## src/rtl/split_reduce_seq.sv

```systemverilog
// Order-independent, checked AND-reduction of NUM_SPLITS serialised split results.
// Optional macro SPLIT_REDUCE_EARLY_EXIT_EN: finish the evaluation on the first accepted zero.
module split_reduce_seq #(
    parameter int NUM_SPLITS = 150,
    parameter int IDX_W      = $clog2(NUM_SPLITS)
) (
    input  logic             clk,
    input  logic             rst,
    input  logic             start,
    input  logic             in_valid,
    output logic             in_ready,
    input  logic [IDX_W-1:0] in_idx,
    input  logic             in_x,
    output logic             busy,
    output logic             done,
    output logic             x,
    output logic             fail_valid,
    output logic [IDX_W-1:0] fail_idx,
    output logic             err
);

    localparam int CNT_W = $clog2(NUM_SPLITS + 1);
    localparam logic [IDX_W:0]   IDX_LIMIT = (IDX_W + 1)'(NUM_SPLITS);
    localparam logic [CNT_W-1:0] LAST_CNT  = CNT_W'(NUM_SPLITS - 1);

    typedef enum logic [1:0] {
        IDLE    = 2'd0,
        COLLECT = 2'd1,
        DONE    = 2'd2
    } state_t;

    state_t                state_r;
    state_t                state_nxt;
    logic [NUM_SPLITS-1:0] bitmap_r;
    logic [CNT_W-1:0]      count_r;
    logic                  in_ready_r;
    logic                  busy_r;
    logic                  done_r;
    logic                  x_r;
    logic                  fail_valid_r;
    logic [IDX_W-1:0]      fail_idx_r;
    logic                  err_r;

    logic xfer_s;
    logic in_range_s;
    logic dup_s;
    logic accept_s;
    logic drop_s;
    logic clear_s;
    logic first_fail_s;

    // Transfer classification; the bitmap is only read for in-range indices.
    always_comb begin
        xfer_s     = in_valid & in_ready_r;
        in_range_s = ({1'b0, in_idx} < IDX_LIMIT);
        if (in_range_s) begin
            dup_s = bitmap_r[in_idx];
        end else begin
            dup_s = 1'b0;
        end
        accept_s     = xfer_s & in_range_s & ~dup_s;
        drop_s       = xfer_s & ~accept_s;
        clear_s      = start & ((state_r == IDLE) | (state_r == DONE));
        first_fail_s = accept_s & ~in_x & (~fail_valid_r | (in_idx < fail_idx_r));
    end

    // Next-state decode.
    always_comb begin
        state_nxt = state_r;
        case (state_r)
            IDLE: begin
                if (start) begin
                    state_nxt = COLLECT;
                end else begin
                    state_nxt = IDLE;
                end
            end
            COLLECT: begin
                if (accept_s && (count_r == LAST_CNT)) begin
                    state_nxt = DONE;
`ifdef SPLIT_REDUCE_EARLY_EXIT_EN
                end else if (accept_s && !in_x) begin
                    state_nxt = DONE;
`endif
                end else begin
                    state_nxt = COLLECT;
                end
            end
            DONE: begin
                if (start) begin
                    state_nxt = COLLECT;
                end else begin
                    state_nxt = DONE;
                end
            end
            default: begin
                state_nxt = IDLE;
            end
        endcase
    end

    // State, registered status decodes and the accumulation datapath.
    always_ff @(posedge clk) begin
        if (rst) begin
            state_r      <= IDLE;
            bitmap_r     <= '0;
            count_r      <= '0;
            in_ready_r   <= 1'b0;
            busy_r       <= 1'b0;
            done_r       <= 1'b0;
            x_r          <= 1'b1;
            fail_valid_r <= 1'b0;
            fail_idx_r   <= '0;
            err_r        <= 1'b0;
        end else begin
            state_r    <= state_nxt;
            in_ready_r <= (state_nxt == COLLECT);
            busy_r     <= (state_nxt == COLLECT);
            done_r     <= (state_nxt == DONE);
            if (clear_s) begin
                bitmap_r     <= '0;
                count_r      <= '0;
                x_r          <= 1'b1;
                fail_valid_r <= 1'b0;
                fail_idx_r   <= '0;
                err_r        <= 1'b0;
            end else begin
                if (accept_s) begin
                    bitmap_r[in_idx] <= 1'b1;
                    count_r          <= count_r + CNT_W'(1);
                    x_r              <= x_r & in_x;
                end
                if (first_fail_s) begin
                    fail_idx_r   <= in_idx;
                    fail_valid_r <= 1'b1;
                end
                if (drop_s) begin
                    err_r <= 1'b1;
                end
            end
        end
    end

    assign in_ready   = in_ready_r;
    assign busy       = busy_r;
    assign done       = done_r;
    assign x          = x_r;
    assign fail_valid = fail_valid_r;
    assign fail_idx   = fail_idx_r;
    assign err        = err_r;

endmodule

```

## config.mk

```make
export PLATFORM = sky130hd
export DESIGN_NAME = split_reduce_seq
export DESIGN_NICKNAME = d
export VERILOG_FILES = /design/src/rtl/split_reduce_seq.sv
export SDC_FILE = /design/constraint.sdc
export NUM_CORES = 1
export LEC_CHECK = 0
export CORE_MARGIN = 2
export CORE_UTILIZATION = 30
export DETAILED_ROUTE_END_ITERATION = 7
export HOLD_SLACK_MARGIN = 0.15
export PLACE_DENSITY = 0.44
export SYNTH_ARGS = -nofsm -noshare
export SYNTH_HDL_FRONTEND = slang
export SYNTH_SLANG_ARGS = --single-unit
```

## constraint.sdc

```tcl
create_clock -name clk -period 4.45 [get_ports clk]
set_input_delay 1.335 -clock clk [delete_from_list [all_inputs] [get_ports clk]]
set_output_delay 1.335 -clock clk [all_outputs]
set_load 0.02 [all_outputs]
```

# Yosys cells after proc, flatten, opt, wreduce, memory -nomap -nowiden
# Cells that the tools add are included.
[totals]
regBits = 173
in_bits = 13
output_inout_bits = 14
word_cells = 47
[classes]
addsub = 1
order_cmp = 4
n_eq_ne = 5
mux = 9
bitwise_logic = 15
n_reduce_logical = 4
[ops]
columns = ["op", "n"]
rows = [
  ["$or 150x150->150", 1],
  ["$lt 8x9->1 const B", 1],
  ["$add 8x1->8 const B", 1],
  ["$and 1x1->1", 8],
  ["$bmux 1 s8", 1],
  ["$demux 1 s8", 1],
  ["$eq 8x8->1 const B", 1],
  ["$ge 8x1->1 const B", 1],
  ["$lt 8x8->1", 1],
  ["$lt 8x8->1 const B", 1],
  ["$pmux 2 s3", 1],
  ["$eq 2x1->1 const B", 2],
  ["$eq 2x2->1 const B", 2],
  ["$mux 1", 4],
  ["$mux 2", 2],
  ["$not 1->1", 4],
  ["$logic_and 1x1->1", 2],
  ["$logic_not 2->1", 1],
  ["$or 1x1->1", 2],
  ["$reduce_or 2->1", 1],
]

# Depth between registers and ports, before layout
[depth]
depth_word = 9
ltp_mapped = 12
depth_no_buf = 9

# Worst setup path before layout
# No wires, ideal clock.
[synth_path]
path_type = "input to register"
from = "input port in_idx[0]"
to = "register count_r[6]"
setup_time_ps = 116
t_arrival_ps = 3752
t_required_ps = 4334
path_slack_ps = 582
path_stages = 10
n_path_buf = 2
cell_sequence = "buf_6 mux4_2 or4b_4 a31oi_4 o32ai_1 o41ai_4 or2_1 buf_4 a31oi_1 a41o_1"
[synth_between]
elab_chain_cells = 5
elab_cells_between_ends = 7
cone_classes = "order compare (1); mux (3); bitwise (3)"
[synth_lines]
columns = ["element", "line", "rtl"]
rows = [
  ["start, declared", "12", "input logic [IDX_W-1:0] in_idx,"],
  ["$bmux 1 s8", "57", "dup_s = bitmap_r[in_idx];"],
  ["$mux 1 (not written as such)", "57", ""],
  ["$mux 1", "56", "if (in_range_s) begin"],
  ["$not 1->1", "61", "accept_s = xfer_s & in_range_s & ~dup_s;"],
  ["$and 1x1->1 *", "61", ""],
  ["end signal, assigned", "130", "count_r <= count_r + CNT_W'(1);"],
  ["end, declared", "35", "logic [CNT_W-1:0] count_r;"],
]
# Every way passes the cells marked *; elsewhere a longest branch is shown, timed or not. The select of a mux whose other input is x is not followed.
# A chain may end at the register's enable or synchronous reset.

# Worst setup path after layout
[layout_path]
from = "input port in_idx[0]"
to = "register bitmap_r[89]"
[layout_between]
elab_chain_cells = 5
elab_cells_between_ends = 13
cone_classes = "order compare (3); mux (5); bitwise (4); reduce/logical (1)"
[layout_lines]
columns = ["element", "line", "rtl"]
rows = [
  ["$bmux 1 s8, or another cell as far along", "57", ""],
  ["$mux 1 (not written as such) / $logic_and 1x1->1 (equally long branches)", "57, 129", ""],
  ["$mux 1, on equally long branches", "56, 129", ""],
  ["$not 1->1 / $demux 1 s8 (equally long branches)", "61, 129", ""],
  ["$and 1x1->1 / $or 150x150->150 (equally long branches)", "n/a", ""],
  ["end signal, assigned", "106", "bitmap_r <= '0;"],
  ["end signal, assigned", "121", "bitmap_r <= '0;"],
  ["end signal, assigned by index", "129", "bitmap_r[in_idx] <= 1'b1;"],
  ["end, declared", "34", "logic [NUM_SPLITS-1:0] bitmap_r;"],
]
# Several ways; a longest one is shown, not always the timed one. The select of a mux whose other input is x is not followed.

==> impl.org <==
** Outcome
- Status :: completed

** Floorplanning
- Number of standard-cell rows in the floorplan :: 57
- From bottom edge to top edge, the die measures 161 µm.
- The die is 161 µm wide.
- Area enclosed by the die boundary :: 25,900 µm²
- The core region is 24,200 µm².
- Pin placement for this block handled 27 I/O pins.
- Initial Utilization :: 30.5%

** Power
- Power Internal :: 2.49 mW
- For this design the ratio of total power to cell area is 371 nW/µm².
- Sequential share of power :: 47.0%
- Static leakage :: 3.31 nW
- Worst IR Drop VDD :: 0.204 mV
- Net switching is 25.0% of the power.
- Of the total power, combinational logic draws 7.4%.
- Switching power total :: 0.829 mW
- Relative contribution of the clock network to total power :: 45.6%

** Clocking
- Clock latency reported for the late side of the worst-skew pair :: 430 ps
- In this run the post-CTS setup repair buffer count came out at 0.
- After clock tree synthesis, the clock-pin slew on the worst setup and hold paths is 70 ps.
- Post-CTS Resized :: 0
- Max Buffers Root-to-Sink :: 2
- The number of clock buffers added by TritonCTS is 17.
- For this design, the CTS-stage hold fixing added 0 buffers.
- Clock Sinks :: 173
- Deepest level of the CTS H-tree :: 4
- Clock tree synthesis selected as its root buffer the cell clkbuf_16.
- TritonCTS built the clock tree.

** Timing
- Transition time of the tightest slew-check pin :: 691 ps
- Final min period :: 3990 ps
- Total setup violations reported at the end of the flow :: 0
- The final hold violation count was 0.
- Of the available clock period, the critical path in the final layout requires 89.7%.
- The number of slew-limit violations in the final report is 0.
- Post-route setup TNS :: 0 ps
- Clock skew on the completed layout was measured at 11.9 ps.
- Unrepaired setup endpoints after global routing :: false
- Worst slew margin relative to its limit :: 53.9%
- Once routing completed, OpenROAD measured the worst setup slack at 460 ps.
- Derived from the worst setup path, the maximum achievable clock frequency is 0.251 GHz.
- Worst hold margin :: 455 ps

** Worst setup path
- Along the worst path, the maximum fanout reaches 32.
- STA classifies the critical path startpoint as a primary input.
- Worst endpoint required time :: 4820 ps
- The worst setup path is captured at a register.
- Crit Reg-Reg Startpoint :: bitmap_r[147]
- Worst setup path startpoint :: in_idx[0]
- For the worst setup path, the data arrival time is 4360 ps.
- The worst setup path is of the primary input to register kind.

** Synthesis
- In the synthesized netlist the async set-or-reset flop fraction comes to 0%.
- Gate count of the mapped netlist :: 666
- Sorting the synthesized cells by area gives the leading types as dfxtp_1, a22o_1, mux4_2.
- The cell area that synthesis handed to floorplanning was 7400 µm².
- Counting every net in the synthesized netlist gives 688.
- Number of library cell types mapped by synthesis :: 63
- EDFF count, synth :: 0
- Total of flip-flops plus latches after synthesis :: 173
- Summed over its instances, the top area cell type makes up 46.8% of the synthesized netlist area.
- The commonest cells after synthesis are dfxtp_1, a22o_1, nor2_1.
- Sequential element share of the synthesized area :: 46.8%
- Yosys warnings :: 0
- Most frequently used cell type in the post-synthesis netlist :: dfxtp_1
- Synth area leader :: dfxtp_1
- Among all flip-flop cells after synthesis, the most frequent one is dfxtp_1.
- Average instance area after synthesis :: 11.1 µm²

** Route
- Count of antenna-violating nets left after detailed routing :: 0
- Via density :: 5.42
- For this run, the detailed router's first-pass iteration total came to 5.
- In the final routed layout, each cell accounts on average for 20.7 µm.
- Detailed Route Iter0 Violations :: 457
- Post-Route WL :: 21,700 µm
- Number of remaining DRC errors :: 0
- Total via count in the routed design :: 5,681

** Global routing
- Largest net degree at the start of global routing :: 142
- Vias in the first global route :: 5,689
- The first global-routing pass estimated 34,200 µm of wire.
- After global routing the overflow that remains totals 0.
- Global routing used 17.2% of the available tracks.
- The initial antenna violation count is 0.

** Worst hold path
- Hold_sp :: bitmap_r[146]
- In this run the worst hold path is classified as register to register.

** Place
- After legalization and detailed placement, the total HPWL measured 14,000 µm.
- Worst setup slack after placement :: 20.4 ps
- Placed cell area :: 8330 µm²
- Gpl congestion :: 0.773
- Port buffering added 26 buffers.

** Layout
- Fraction of final layout cells sized beyond drive strength 1 :: 18.8%
- The repair_antennas step left the layout with diodes totalling 0.
- Post-route cell area :: 8930 µm²
- For this run, the post-layout net count is 735.
- The area growth from synthesis to layout is 20.7%.

** Job
- Max-cap viol count :: 0
## flip-flops by register name, summed over array words and instances (netlist names)
signal and count:
bitmap_r 150, count_r 8, fail_idx 8, state_r 2
busy 1, done 1, err 1, fail_valid 1
x 1
## metrics by stage
step	cells	utilization, %	power, mW
after CTS	1049	36.8	3.35
after floorplan	666	-	1.75
after global routing	1049	36.8	3.44
after detailed placement	1018	34.4	1.84
after global placement	1018	34.4	1.84
final	1049	36.8	3.32
## routing by layer
layer | GRT usage (%) | part of all wire (%) | vias to the layer above
met2 | 28.2 | 48 | 128
li1 | - | - | 2671
met5 | 0 | 0 | -
met3 | 3.29 | 4.1 | 17
met1 | 23.5 | 47 | 2865
met4 | 4.18 | 0.96 | 0
## placed cells by master (no fill, tap or decap), drive strengths merged, types with 2 or more instances in the layout
| cell type | count |
|---|---|
| nand2b | 8 |
| buf | 59 |
| bufinv | 2 |
| a22oi | 9 |
| clkbuf | 18 |
| mux2 | 4 |
| a32o | 32 |
| nor4bb | 2 |
| o2111ai | 2 |
| clkinvlp | 2 |
| and3 | 2 |
| a31oi | 8 |
| o31ai | 4 |
| a21oi | 10 |
| and2 | 2 |
| nand2 | 33 |
| xnor2 | 2 |
| dfxtp | 173 |
| a311oi | 10 |
| o21bai | 6 |
| xor2 | 3 |
| nand4 | 3 |
| clkinv | 6 |
| nor3 | 13 |
| or3 | 2 |
| a21o | 4 |
| o21a | 2 |
| mux2i | 32 |
| inv | 18 |
| nor2b | 7 |
| a22o | 104 |
| mux4 | 23 |
| nand3 | 19 |
| o2111a | 2 |
| o21ai | 10 |
| nor2 | 40 |
| ha | 9 |
| clkdlybuf4s50 | 24 |
## final timing paths
path / slack [ps] / end / depth (start not counted)
max: 460 / bitmap_r[89] / 9
min: 450 / bitmap_r[146] / 2
max reg2reg: 1610 / bitmap_r[89] / 8
min reg2reg: 450 / bitmap_r[146] / 2
## power by group through the flow
stage	Combinational, mW	Sequential [mW]	Clock (mW)
after floorplan	0.154	1.60	0
after global placement	0.243	1.59	0
after detailed placement	0.246	1.59	0
after CTS	0.247	1.56	1.55
after global routing	0.266	1.56	1.62
final	0.247	1.56	1.51
## layout make-up
type | instances | area, µm²
clock inverters | 13 | 158
fillers | 2387 | 15300
inverters | 15 | 56.3
multi-input cells | 423 | 3610
repair buffers | 83 | 803
flip-flops and latches | 173 | 3460
clock buffers | 18 | 439
well taps | 324 | 405
## kinds of logic after synthesis
kind of cell,synth area share (%)
compound gates,24.7
xor+xnor,0.592
fa+ha+maj,1.52
buf+inv,4.65
flops,46.8
mux,11.9
simple gates,9.81
## critical path, cell delays in order
cell	delay, ps
clkdlybuf4s50_1	510
mux4_2	550
or4b_4	520
a31oi_4	210
o32ai_1	170
o41ai_4	250
or2_1	230
buf_4	360
a32o_1	230
Note: power is estimated with default switching activity, not from simulation.
